### src/rtl/alu_pkg.sv
// ALU opcode, main-control class and funct3 constants.
// Shared by the operand stage, the ALU and their benches.
package alu_pkg;

  localparam logic [3:0] ALU_AND = 4'b0000;
  localparam logic [3:0] ALU_OR  = 4'b0001;
  localparam logic [3:0] ALU_ADD = 4'b0010;
  localparam logic [3:0] ALU_SUB = 4'b0110;

  localparam logic [1:0] ALUOP_MEM   = 2'b00;
  localparam logic [1:0] ALUOP_BR    = 2'b01;
  localparam logic [1:0] ALUOP_ARITH = 2'b10;

  localparam logic [2:0] FUNCT3_ADD = 3'b000;
  localparam logic [2:0] FUNCT3_AND = 3'b111;
  localparam logic [2:0] FUNCT3_OR  = 3'b110;

  typedef struct packed {
    logic       illegal;
    logic [3:0] op;
  } alu_ctl_t;

endpackage

### src/rtl/alu_operand_stage_reg_file.sv
// Integer register file: 2 read, 1 write, x0 hardwired.
// Reads bypass a same-cycle write (write-first).
module reg_file #(
  parameter int XLEN = 32,
  parameter int NREG = 32,
  parameter int AW   = $clog2(NREG)
) (
  input  logic            clk,
  input  logic            rst,
  input  logic [AW-1:0]   raddr1,
  input  logic [AW-1:0]   raddr2,
  output logic [XLEN-1:0] rdata1,
  output logic [XLEN-1:0] rdata2,
  input  logic            we,
  input  logic [AW-1:0]   waddr,
  input  logic [XLEN-1:0] wdata
);

  logic [XLEN-1:0] regs [NREG];

  always_ff @(posedge clk or posedge rst) begin
    if (rst) begin
      for (int i = 0; i < NREG; i++)
        regs[i] <= '0;
    end else if (we && waddr != '0) begin
      regs[waddr] <= wdata;
    end
  end

  function automatic logic [XLEN-1:0] rd_port(
    input logic [AW-1:0] a
  );
    if (a == '0)
      return '0;
    if (we && waddr == a)
      return wdata;
    return regs[a];
  endfunction

  assign rdata1 = rd_port(raddr1);
  assign rdata2 = rd_port(raddr2);

endmodule

### src/rtl/alu_operand_stage.sv
// Decode/operand stage: register read, ALU control decode,
// B-mux and a one-entry valid/ready output register.
module alu_operand_stage
  import alu_pkg::*;
#(
  parameter int XLEN = 32,
  parameter int NREG = 32,
  localparam int AW  = $clog2(NREG)
) (
  input  logic            clk,
  input  logic            rst,
  input  logic            in_valid,
  output logic            in_ready,
  input  logic [AW-1:0]   rs1,
  input  logic [AW-1:0]   rs2,
  input  logic [AW-1:0]   rd,
  input  logic [1:0]      alu_op,
  input  logic [2:0]      funct3,
  input  logic            funct7_5,
  input  logic            alu_src,
  input  logic [XLEN-1:0] imm,
  input  logic            wb_en,
  input  logic [AW-1:0]   wb_addr,
  input  logic [XLEN-1:0] wb_data,
  input  logic            flush,
  output logic            out_valid,
  input  logic            out_ready,
  output logic [XLEN-1:0] A,
  output logic [XLEN-1:0] B,
  output logic [3:0]      ALU_operation,
  output logic [AW-1:0]   rd_out,
  output logic            op_illegal
);

  logic [XLEN-1:0] rs1_val;
  logic [XLEN-1:0] rs2_val;
  logic [XLEN-1:0] b_sel;
  alu_ctl_t        ctl;
  logic            accept;

  reg_file #(
    .XLEN(XLEN),
    .NREG(NREG),
    .AW  (AW)
  ) u_rf (
    .clk   (clk),
    .rst   (rst),
    .raddr1(rs1),
    .raddr2(rs2),
    .rdata1(rs1_val),
    .rdata2(rs2_val),
    .we    (wb_en),
    .waddr (wb_addr),
    .wdata (wb_data)
  );

  // ADDI shares funct3 with ADD/SUB; bit 30 only selects SUB for R-type
  always_comb begin
    ctl.op      = ALU_ADD;
    ctl.illegal = 1'b0;
    unique case (alu_op)
      ALUOP_MEM: ctl.op = ALU_ADD;
      ALUOP_BR:  ctl.op = ALU_SUB;
      ALUOP_ARITH: begin
        unique case (funct3)
          FUNCT3_ADD:
            if (funct7_5 && !alu_src)
              ctl.op = ALU_SUB;
          FUNCT3_AND: ctl.op = ALU_AND;
          FUNCT3_OR:  ctl.op = ALU_OR;
          default:    ctl.illegal = 1'b1;
        endcase
      end
      default: ctl.illegal = 1'b1;
    endcase
  end

  assign b_sel    = alu_src ? imm : rs2_val;
  assign in_ready = !out_valid || out_ready || flush;
  assign accept   = in_valid && in_ready;

  always_ff @(posedge clk or posedge rst) begin
    if (rst) begin
      out_valid     <= 1'b0;
      A             <= '0;
      B             <= '0;
      ALU_operation <= ALU_ADD;
      rd_out        <= '0;
      op_illegal    <= 1'b0;
    end else if (flush) begin
      out_valid <= 1'b0;
    end else if (accept) begin
      out_valid     <= 1'b1;
      A             <= rs1_val;
      B             <= b_sel;
      ALU_operation <= ctl.op;
      rd_out        <= rd;
      op_illegal    <= ctl.illegal;
    end else if (out_ready) begin
      out_valid <= 1'b0;
    end
  end

endmodule

### config.mk
export PLATFORM = sky130hd
export DESIGN_NAME = alu_operand_stage
export DESIGN_NICKNAME = d
export VERILOG_FILES = /design/src/rtl/alu_pkg.sv /design/src/rtl/alu_operand_stage_reg_file.sv /design/src/rtl/alu_operand_stage.sv
export SDC_FILE = /design/constraint.sdc
export NUM_CORES = 2
export LEC_CHECK = 0
export CAP_MARGIN = 30
export CORE_MARGIN = 2
export CORE_UTILIZATION = 55
export DETAILED_ROUTE_END_ITERATION = 12
export GPL_ROUTABILITY_DRIVEN = 1
export GPL_TIMING_DRIVEN = 0
export PLACE_DENSITY = 0.75
export SYNTH_ARGS = -nofsm -noshare
export SYNTH_HDL_FRONTEND = slang
export SYNTH_SLANG_ARGS = --single-unit
### constraint.sdc
create_clock -name clk -period 46.8 [get_ports clk]
set_input_delay 7.02 -clock clk [delete_from_list [all_inputs] [get_ports clk]]
set_output_delay 7.02 -clock clk [all_outputs]
set_load 0.05 [all_outputs]
### Word-level counts from Yosys, hierarchy flattened

Cells that the tools add are included.

| storage, ports and cells | value |
|---|---|
| flip-flop bits (word level) | 1,099 |
| word-level logic and storage cells | 103 |

| operators by class | value |
|---|---|
| magnitude comparators | 4 |
| eq/ne operators | 6 |
| mux-type cells | 32 |
| bitwise gates (word level) | 4 |
| reduce and logical (&&, ||, !) cells | 19 |

Operators with widths:

| operator | number |
|---|---|
| 1024-bit bitwise mux | 1 |
| 32-bit 2-to-1 mux | 14 |
| 32-bit binary-select mux with 5-bit select | 2 |
| 32-bit demux with 5-bit select | 1 |
| 6-bit greater-or-equal comparator (second input constant) | 3 |
| 5-bit NOT with 6-bit output | 3 |
| 4-bit case mux with 3 select lines | 1 |
| 5-bit equality test | 2 |
| 5-bit zero test | 2 |
| 1-bit 2-to-1 mux | 10 |
| 4-bit case mux with 2 select lines | 1 |
| 3-bit equality test (second input constant) | 2 |
| 1-bit logical AND | 6 |
| 6-bit by 1-bit < comparator with 1-bit output (second input constant) | 1 |
| 5-bit nonzero test | 1 |
| 3-bit zero test | 1 |
| 3-bit 2-to-1 mux | 1 |
| 3-bit nonzero test | 1 |
| 3-bit OR reduction | 1 |
| 2-bit by 1-bit equality test with 1-bit output (second input constant) | 1 |
| 2-bit equality test (second input constant) | 1 |
| 1-bit zero test | 2 |
| 2-bit zero test | 1 |
| 1-bit logical OR | 2 |
| other kinds (4) | 4 |

### Logic depth before layout (Yosys ltp)

| logic depth | value |
|---|---|
| depth after elaboration | 7 |
| gate-level depth with buffers | 10 |

### Modules after synthesis

From an unflattened synthesis, not the netlist that was laid out.

| unflattened totals | value |
|---|---|
| cells, all modules | 4,099 |
| area total of the unflattened synthesis | 58,673.8 um^2 |

Modules (own cells, without submodules):

| module | times used | cells each | area an instance (um^2) | sequential area each (um^2) |
|---|---|---|---|---|
| reg_file | 1 | 3,843 | 55,218.0 | 25,624.6 |
| alu_operand_stage | 1 | 256 | 3,455.8 | 1,853.0 |

### Least setup slack after synthesis

No wires, ideal clock.

| timing path | value |
|---|---|
| kind | input port to output port |
| start | input port out_ready |
| end | output port in_ready |
| data arrival time | 7,530 ps |
| required time | 39,780 ps |
| slack | 32,250 ps |
| stages on the path | 2 |
| buffers on the path | 0 |
| cell sequence | nor2b_1 > nand2b_1 |

| on the way | value |
|---|---|
| word-level cells in the longest chain between the ends | 2 |

RTL lines:

| element | RTL line | RTL |
|---|---|---|
| start, declared | alu_operand_stage.sv:27 | `input logic out_ready,` |
| 1-bit logical OR (2 in a row) | alu_operand_stage.sv:79 | `assign in_ready = !out_valid \|\| out_ready \|\| flush;` |
| end, declared | alu_operand_stage.sv:13 | `output logic in_ready,` |

No other way between the ends.

### Worst setup path in the final report

Ends and elaborated chain as after synthesis.

==> results.yml <==
run_status:
  status: "complete, no violations"
yosys:
  synth_area_leaders: "dfrtp_1 48%, mux2_2 19%, mux4_2 18%"
  yosysTopAreaCell: "dfrtp_1"
  yosys_register_bits: 1098
  synth_nets: 3973
  synthDistinctLibCells: 48
  ys_warn_count: 0
  avgSynthCellArea_um2: 14.86
  syn_area_mm2: 0.05755
  ys_seq_area_frac: 0.4775
  yosysTopAreaCellShare: 0.4770
  syn-instance-count: 3873
floorplanning:
  start_util: 0.5553
  die_w_um: 327.5
  row_count: 118
  core_mm2: 0.1036
  die-area_mm2: 0.1072
  ios: 173
  die_h_um: 327.5
layout:
  fillers: 7397
  final_util: 0.6459
  final_common_cell: "dfrtp_1"
  seq_area_mm2: 0.02748
  drive_above_1_share: 0.4138
  layout_common_cells: "1097 x dfrtp_1, 947 x mux2_2, 448 x mux4_2, 313 x clkbuf_1, 256 x mux2i_1"
  fin_area_mm2: 0.06695
  multi_input_area_mm2: 0.02789
  syn_to_final_growth_pct: 16.33
  fin_nets: 4379
clocking:
  cts_tree: "built"
  clk_pin_slew_ps: 60
  clock_latency_ps: 730
  post_cts.repair.setup_buffers: 0
  cts.sinks: 1098
  ctsRootBufferMaster: "clkbuf_16"
  htreeDepth: 3
  numCtsBuffers: 113
  cts_resized: 0
  cts_max_path_buffers: 3
  cts_hold_buf: 0
power_and_ir_drop:
  p_leak_nw: 28.65
  p_per_area_mw_per_mm2: 43.16
  finalPower_mw: 2.890
  peakVddDrop_mv: 0.03534
timing:
  rsz0062_at_grt: "false"
  relSlewSlack: 0.2264
  worst_slack_ps: 31110
  finalHoldViolCount: 0
  finalSetupViolCount: 0
  worst_slew_pin_slew_ps: 1160
  holdWs_ps: 474.3
  slew_viol_final: 0
  period_share: 0.3353
  fmax_ghz: 0.06373
  period_needed_ps: 15690
  fin_skew_ps: 34.21
placed_design:
  gp_congestion: 1.008
  post-place-ws_ps: 31180
  port_buffers: 161
  dp_hpwl_um: 148100
  post_dp_cell_area_mm2: 0.06276
global_routing:
  overflow: 0
  grt_max_degree: 129
  grt_pass1_vias: 41757
  antenna_found_initial: 6
  grt_usage: 0.3909
  grt_pass1_wl_um: 296500
drt:
  drc: 0
  vias: 41535
  wl_per_cell_um: 36.17
  drtIter0Drc: 5482
  dr.pass1.iters: 6
  viasPerCell: 7.208
  routed_wl_um: 208400
  ant_nets: 0
setup_path:
  required_ps: 39780
  endpoint_kind: "primary output"
  regToRegEndpoint: "A[10]$_DFFE_PP0P_"
  crit_type: "primary input to primary output"
  rrSetupSlack_ps: 43760
  critPathArrivalTime_ps: 8670
  worstRegToRegCells: 6
  crit_path_max_fanout: 4
  reg2reg_from: "out_valid$_DFFE_PP0P_"
  setup.worst_path.start_class: "primary input"
hold_path:
  hp-class: "register to register"
  holdPathEnd: "rd_out[0]$_DFFE_PP0P_"
  min_from: "rd_out[0]$_DFFE_PP0P_"
  hold_depth: 2
flow_run:
  drv_cap: 0
-- registers in the layout (all words and copies together), names as in the netlist --
register,count
u_rf.regs,1024
A,32
B,32
rd_out,5
ALU_operation,3
op_illegal,1
out_valid,1
-- cells in the mapped netlist (all sizes together) --
cell type and n:
dfrtp 1097, mux2 992, mux4 448, clkbuf 293, mux2i 256, buf 147, a221oi 128, o21ai 68
a21oi 66, a221o 64, a22oi 64, clkinv 62, nand2 40, o22ai 32, o32a 32, nor2 21
xnor2 10, inv 9, nand3b 4, nor3b 4, ha 3, nand4 3, nor2b 3, o211ai 3
a31oi 2, and3 2, nand2b 2, nand3 2, nor3 2, nor4 2, or2 2, a2111oi 1
and2 1, and3b 1, conb 1, dfstp 1, nor4b 1, o21ba 1, or3 1, or3b 1
or4 1
-- area by class of cell --
type | instances | area share
Tap cell | 1380 | 0.02579
Multi-Input combinational cell | 2264 | 0.4166
Clock inverter | 51 | 0.01034
Clock buffer | 159 | 0.04828
Antenna cell | 8 | 0.0002990
Inverter | 71 | 0.004093
Timing Repair Buffer | 291 | 0.05545
Buffer | 440 | 0.02875
Sequential cell | 1098 | 0.4104
-- power by group --
| group | total (mW) | switching [mW] | internal [mW] |
|---|---|---|---|
| Clock | 0.967 | 0.403 | 0.564 |
| Sequential | 1.27 | 0.138 | 1.13 |
| Combinational | 0.653 | 0.303 | 0.351 |
-- cells by family after synthesis --
family          count (synthesis)  synth area share
compound gates                461           0.06068
xor+xnor                       10          0.001522
fa+ha+maj                       3         0.0006523
buf+inv                       511           0.03798
flops                        1098            0.4775
mux                          1696            0.4139
other cells                     1        0.00006516
simple gates                   93          0.007697
-- critical path, stage by stage --
cell and delay (ps):
clkdlybuf4s50_1 400, nor2b_1 380, nand2b_1 140, clkdlybuf4s50_1 730
-- worst max path at each step --
stage,from,endpoint,slack [ps],depth (start not counted)
6_report,out_ready,in_ready,31110,4
5_1_grt,out_ready,in_ready,31120,4
4_1_cts,out_ready,in_ready,31170,4
3_5_place_dp,out_ready,in_ready,31180,4
3_3_place_gp,rst,u_rf.regs[621]$_DFFE_PP0P_,-3680,2
2_1_floorplan,rst,ALU_operation[0]$_DFFE_PP0P_,8870,1
-- per-layer routing --
layer  global-route usage  vias up  routed length (um)
li1                     -    15882                   -
met2               0.5522     3109               88820
met5                    0        -                  46
met4               0.2376        4               14790
met1               0.5022    21773               76060
met3               0.1642      767               28670
-- through the flow --
stage,cells,setup TNS [ps]
finish,5762,0
global route,5758,0
CTS,5736,0
detailed placement,5526,0
global placement,5414,-3833140
floorplan,3873,0
(Power assumes the default switching activity.)
